**src/rtl/nexys_starship_spawn_ctrl.sv**
```systemverilog
// nexys_starship_spawn_ctrl
//
// Purpose: game-logic core for the starship defence game. Each of the four
// sides (top, btm, left, right) runs its own spawn/kill FSM with an 8-bit
// countdown timer, and a single repair slot asks the player to type a hex
// code before its own timer runs out. A monster or repair timer expiring sets
// the sticky game_over flag, which freezes the whole game until Reset.
//
// Ports:
//   Clk, Reset          - system clock, asynchronous active-high reset
//   enable              - game running; when low, timers hold and nothing spawns
//   tick                - one-cycle game-time pulse; timers count on it
//   *_random            - per-side spawn request flags from the PRNG
//   TR/BR/LR/RR_random  - per-side repair request flags from the PRNG
//   random_hex          - PRNG hex digit captured as the repair code
//   *_kill              - one-cycle player shot pulse per side
//   repair_submit/hex   - player repair entry, hex valid with the pulse
//   *_monster           - side currently has a live monster
//   repair_pending/side/code - outstanding repair and what must be entered
//   repair_ok/err       - one-cycle result pulses for a submit
//   score               - saturating kill count
//   game_over           - sticky loss flag
module nexys_starship_spawn_ctrl #(
  parameter logic [7:0] MONSTER_TIME = 8'd20,
  parameter logic [7:0] COOL_TIME    = 8'd4,
  parameter logic [7:0] REPAIR_TIME  = 8'd30
) (
  input  logic       Clk,
  input  logic       Reset,
  input  logic       enable,
  input  logic       tick,
  input  logic       top_random,
  input  logic       btm_random,
  input  logic       left_random,
  input  logic       right_random,
  input  logic       TR_random,
  input  logic       BR_random,
  input  logic       LR_random,
  input  logic       RR_random,
  input  logic [3:0] random_hex,
  input  logic       top_kill,
  input  logic       btm_kill,
  input  logic       left_kill,
  input  logic       right_kill,
  input  logic       repair_submit,
  input  logic [3:0] repair_hex,
  output logic       top_monster,
  output logic       btm_monster,
  output logic       left_monster,
  output logic       right_monster,
  output logic       repair_pending,
  output logic [1:0] repair_side,
  output logic [3:0] repair_code,
  output logic       repair_ok,
  output logic       repair_err,
  output logic [7:0] score,
  output logic       game_over
);

  typedef enum logic [1:0] {IDLE, ACTIVE, COOLDOWN} side_state_t;

  side_state_t state_q [4];
  side_state_t state_d [4];
  logic [7:0]  timer_q [4];
  logic [7:0]  timer_d [4];

  logic [7:0] score_d;
  logic       game_over_d;
  logic       pending_d;
  logic [1:0] side_d;
  logic [3:0] code_d;
  logic [7:0] repair_timer_q, repair_timer_d;
  logic       ok_d, err_d;

  logic [3:0] spawn_req, kill_req;
  logic       run, step, expire, match;
  logic [2:0] kill_cnt;
  logic [8:0] score_sum;

  assign spawn_req = {right_random, left_random, btm_random, top_random};
  assign kill_req  = {right_kill, left_kill, btm_kill, top_kill};
  assign run       = enable && !game_over;
  assign step      = run && tick;
  assign match     = repair_submit && (repair_hex == repair_code);

  // Next-state logic for the four side FSMs, the repair slot and the score.
  // Nothing moves once game_over is set. Kills and submits bypass enable so
  // the player can still act while the game clock is paused. Any expiry is
  // gathered into one flag that makes game_over sticky.
  always_comb begin
    for (int i = 0; i < 4; i++) begin
      state_d[i] = state_q[i];
      timer_d[i] = timer_q[i];
    end
    kill_cnt       = 3'd0;
    expire         = 1'b0;
    pending_d      = repair_pending;
    side_d         = repair_side;
    code_d         = repair_code;
    repair_timer_d = repair_timer_q;
    ok_d           = 1'b0;
    err_d          = 1'b0;

    if (!game_over) begin
      for (int i = 0; i < 4; i++) begin
        case (state_q[i])
          IDLE: begin
            if (run && spawn_req[i]) begin
              state_d[i] = ACTIVE;
              timer_d[i] = MONSTER_TIME;
            end
          end
          ACTIVE: begin
            // A kill beats an expiring tick in the same cycle.
            if (kill_req[i]) begin
              state_d[i] = COOLDOWN;
              timer_d[i] = COOL_TIME;
              kill_cnt   = kill_cnt + 3'd1;
            end else if (step) begin
              if (timer_q[i] == 8'd1) expire = 1'b1;
              else timer_d[i] = timer_q[i] - 8'd1;
            end
          end
          COOLDOWN: begin
            if (step) begin
              if (timer_q[i] == 8'd1) begin
                state_d[i] = IDLE;
                timer_d[i] = 8'd0;
              end else begin
                timer_d[i] = timer_q[i] - 8'd1;
              end
            end
          end
          default: begin
            state_d[i] = IDLE;
            timer_d[i] = 8'd0;
          end
        endcase
      end

      if (repair_pending) begin
        if (repair_submit) begin
          if (match) begin
            pending_d = 1'b0;
            ok_d      = 1'b1;
          end else begin
            err_d = 1'b1;
          end
        end
        // A correct submit beats an expiring tick in the same cycle.
        if (!match && step) begin
          if (repair_timer_q == 8'd1) expire = 1'b1;
          else repair_timer_d = repair_timer_q - 8'd1;
        end
      end else if (run && (TR_random || BR_random || LR_random || RR_random)) begin
        pending_d      = 1'b1;
        code_d         = random_hex;
        repair_timer_d = REPAIR_TIME;
        if (TR_random)      side_d = 2'd0;
        else if (BR_random) side_d = 2'd1;
        else if (LR_random) side_d = 2'd2;
        else                side_d = 2'd3;
      end
    end

    // Several kills in one cycle all count, clamped at 255.
    score_sum   = {1'b0, score} + {6'd0, kill_cnt};
    score_d     = score_sum[8] ? 8'hFF : score_sum[7:0];
    game_over_d = game_over || expire;
  end

  // State register for everything; reset clears it without waiting for Clk.
  always_ff @(posedge Clk or posedge Reset) begin
    if (Reset) begin
      for (int i = 0; i < 4; i++) begin
        state_q[i] <= IDLE;
        timer_q[i] <= 8'd0;
      end
      score          <= 8'd0;
      game_over      <= 1'b0;
      repair_pending <= 1'b0;
      repair_side    <= 2'd0;
      repair_code    <= 4'd0;
      repair_timer_q <= 8'd0;
      repair_ok      <= 1'b0;
      repair_err     <= 1'b0;
    end else begin
      for (int i = 0; i < 4; i++) begin
        state_q[i] <= state_d[i];
        timer_q[i] <= timer_d[i];
      end
      score          <= score_d;
      game_over      <= game_over_d;
      repair_pending <= pending_d;
      repair_side    <= side_d;
      repair_code    <= code_d;
      repair_timer_q <= repair_timer_d;
      repair_ok      <= ok_d;
      repair_err     <= err_d;
    end
  end

  assign top_monster   = (state_q[0] == ACTIVE);
  assign btm_monster   = (state_q[1] == ACTIVE);
  assign left_monster  = (state_q[2] == ACTIVE);
  assign right_monster = (state_q[3] == ACTIVE);

endmodule

```
**config.mk**
```make
export PLATFORM = sky130hd
export DESIGN_NAME = nexys_starship_spawn_ctrl
export DESIGN_NICKNAME = d
export VERILOG_FILES = /design/src/rtl/nexys_starship_spawn_ctrl.sv
export SDC_FILE = /design/constraint.sdc
export NUM_CORES = 1
export LEC_CHECK = 0
export ABC_AREA = 0
export BUFFER_PORTS_ARGS = -buffer_cell sky130_fd_sc_hd__buf_2
export CORE_UTILIZATION = 60
export CTS_BUF_LIST = sky130_fd_sc_hd__clkbuf_2 sky130_fd_sc_hd__clkbuf_4 sky130_fd_sc_hd__clkbuf_8
export CTS_CLUSTER_SIZE = 16
export DETAILED_ROUTE_END_ITERATION = 7
export PLACE_DENSITY_LB_ADDON = 0.12
export SYNTH_ARGS = -nofsm -noshare
export SYNTH_HDL_FRONTEND = slang
export SYNTH_SLANG_ARGS = --single-unit
```
**constraint.sdc**
```tcl
create_clock -name Clk -period 7.8 [get_ports Clk]
set_input_delay 1.56 -clock Clk [delete_from_list [all_inputs] [get_ports Clk]]
set_output_delay 1.56 -clock Clk [all_outputs]
set_load 0.005 [all_outputs]
```
==> summary.txt <==
Finish
  – Fin nets: roughly 530
  – Commonest non-fill, non-tap cell in the layout: dfrtp_1
  – FILL cells: between 500 and 600
  – Layout cells sized above 1: 18.3%
  – Fin area: approximately 4600 um^2
  – FF+latch area: between 1500 and 2000 um^2
  – Most frequent cells in the layout: dfrtp_1 (66), buf_2 (46), nand2_1 (43)
  – Area growth, synth to finish: 12.1%
  – Multi-input gate area: roughly 2300 um^2
  – # diodes: 0

Power and ir drop
  – Total Power: roughly 0.0018 W
  – Max VDD drop: 0.199 mV
  – P_leak: around 2.1 nW
  – PwrDens: 386 nW/um^2

Drt
  – DR pass1 iterations: 7
  – Number of vias per cell: about 6.0
  – Residual DRC: 1
  – Routed WL per cell: between 10 and 15 um
  – Vias: 3392
  – Final wirelength: roughly 8500 um
  – Initial DRC count: 157
  – Post-DRT Antenna Nets: 0

GRT
  – Global-route wire length before repair: roughly 15000 um
  – GRT Resource Usage Total: about a quarter
  – Met2 Use GR: about two fifths
  – Met1 Use GR: between 30% and 40%
  – GR peak layer: met2
  – Number of global-route vias before repair: around 3300
  – Initial antenna violation count: 0
  – Largest net degree at the start of global routing: 67
  – GRT met3 Usage: ~4.3%
  – Global route total overflow: 0

Clock tree
  – Clk Latency, worst-skew pair: between 300 and 400 ps
  – Clock slew seen by the registers of the worst setup and hold paths: around 70 ps
  – Hold_buf cts: 0
  – CTS Buf Count: 9
  – H-tree depth: 3
  – CTS resizes: 0
  – CTS tree: built
  – Longest Clk Path Bufs: 2
  – TritonCTS sink count: between 60 and 70
  – Root buf cell: clkbuf_8
  – Post-CTS Setup Bufs: 0

Outcome
  – Failing checks: design-rule violations
  – Outcome: finished with violations

Critical path
  – Maximum fanout along the worst path: 4
  – Setup CP Type: primary input to flop
  – Startpoint Class: primary input
  – CP required: about 8000 ps
  – Reg-to-Reg Start: state_q[7]
  – Crit end category: flop
  – WP buf/inv: 1
  – Slowest cell on the critical path: a21oi_1
  – Top delay family on crit path: adder cells
  – Delay of the slowest cell on the worst path: about 320 ps
  – Worst path cell trace: buf_2 -> and3b_1 -> ha_1 -> mux2_2 -> ha_1 -> mux2_2 -> ha_1 -> nor2_1 -> nor3_1 -> ha_1 -> a21o_1 -> a21oi_1 -> nor3b_1 -> o21a_1
  – Most frequent CP cell: ha_1
  – CP arrival: ~4700 ps
  – Launch point of the worst path: top_kill

STA
  – Setup TNS: 0 ps
  – Tcrit/Tclk final: between 50% and 60%
  – Final setup violation count: 0
  – Final slew viol count: 0
  – Actual slew at the worst max-slew pin: approximately 830 ps
  – Relative slew slack: between 40% and 50%
  – Final Hold Viols: 0
  – Final min period: 4460 ps
  – Achievable Freq: about 220 MHz
  – RSZ-0062 raised after global routing: false
  – Max Clock Skew: roughly 8 ps

Floorplanning
  – Rows: 29
  – Initial Utilization: between 60% and 70%
  – I/O pin count: 47
  – Die Ht: between 80 and 90 um
  – Die area: approximately 7200 um^2
  – Chip Width: 84.9 um
  – Core area: approximately 6500 um^2

Yosys
  – Largest area contributor in the netlist: dfrtp_1
  – Synth top area cells: dfrtp_1 (40%), ha_1 (4.9%), nand2_1 (3.9%)
  – Most used DFF post-synth: dfrtp_1
  – Post-synthesis cell type count: ~70
  – YS warnings: 0
  – Yosys top cell area share: 40.1%
  – Mapped Area: about 4100 um^2
  – Cell count after synthesis: between 400 and 500
  – Net count after synthesis: between 400 and 500
  – Avg Cell Area, Syn: 9.43 um^2
  – Synth async-reset ratio: 100%
  – Register bit count reported by yosys: 66
  – Post-synth EDFFs: 0
  – Sequential area share after synthesis: 40.1%

Placed design
  – Gp weighted congestion: ~0.84
  – Port Buffers: 46
  – Area after DPL: between 4000 and 5000 um^2
  – Dpl hpwl: approximately 6100 um

Min path
  – Hold Crit Start: repair_side[0]
  – Worst Hold Class: flop to flop

Run
  – Max-cap violation count: 0
==> power breakdown <==
group          total (W)  internal [W]  switching (W)
registers       0.000636      0.000473       0.000163
logic           0.000831      0.000368       0.000463
clock network   0.000318      0.000190       0.000128
==> flip-flops by register name, summed over array words and instances (netlist names) <==
| register | count |
|---|---|
| game_over | 1 |
| repair_code | 4 |
| repair_err | 1 |
| repair_ok | 1 |
| repair_pending | 1 |
| repair_side | 2 |
| repair_timer_q | 8 |
| score | 8 |
| state_q | 8 |
| timer_q | 32 |
==> synth_stat cells, types with 11 or more instances <==
library cell	number
a21oi_1	17
dfrtp_1	66
ha_1	16
inv_1	28
nand2_1	43
nand3_1	13
nor2_1	36
nor3_1	17
o21ai_0	17
or3_1	12
xnor2_1	11
xor2_1	12
==> metrics by stage <==
stage / hold WS, ps / std cells / setup slack (ps) / util, %
6_report: 491 / 569 / 3340 / 71.1
5_1_grt: 539 / 569 / 3100 / 71.1
4_1_cts: 492 / 569 / 3350 / 71.1
3_5_place_dp: 471 / 553 / 3000 / 67.7
3_3_place_gp: 467 / 553 / 3120 / 67.7
2_1_floorplan: 473 / 437 / 3380 / -
==> worst paths after layout <==
path	end	slack (ps)	depth (start not counted)
max	score[7]	3340	14
min	repair_side[0]	490	2
max reg2reg	score[7]	4090	13
min reg2reg	repair_side[0]	490	2
max in group asynchronous	state_q[1]	5810	3
min in group asynchronous	repair_code[0]	1470	3
==> worst register-to-register path: cells and delay by family, from the launching register on <==
kind | cells | cell delay [ps]
fa+ha+maj | 4 | 1140
simple gates | 4 | 720
compound gates | 3 | 660
mux | 2 | 560
flops | 1 | 530
==> cell families (layout without fill, tap and decap cells) <==
logic type,count (synthesis),count (layout),share of synthesized area (%)
compound gates,103,103,18.4
buf+inv,36,91,3.98
fa+ha+maj,17,17,5.34
mux,15,15,3.86
xor+xnor,23,23,4.89
simple gates,177,177,23.5
flops,66,66,40.1
==> cell type report <==
type	instances	area share (%)
Timing Repair Buffer	47	5.14
Clock buffer	15	4.20
Sequential cell	66	35.7
Inverter	28	2.27
Clock inverter	1	0.650
Multi-Input combinational cell	335	49.9
Tap cell	77	2.09
==> metal layers <==
| metal | part of all wire, % | routed length (um) |
|---|---|---|
| met5 | 0 | 0 |
| met4 | 1.1 | 94 |
| met3 | 3.8 | 325 |
| met2 | 46 | 3920 |
| met1 | 49 | 4120 |
(Power assumes the default switching activity.)
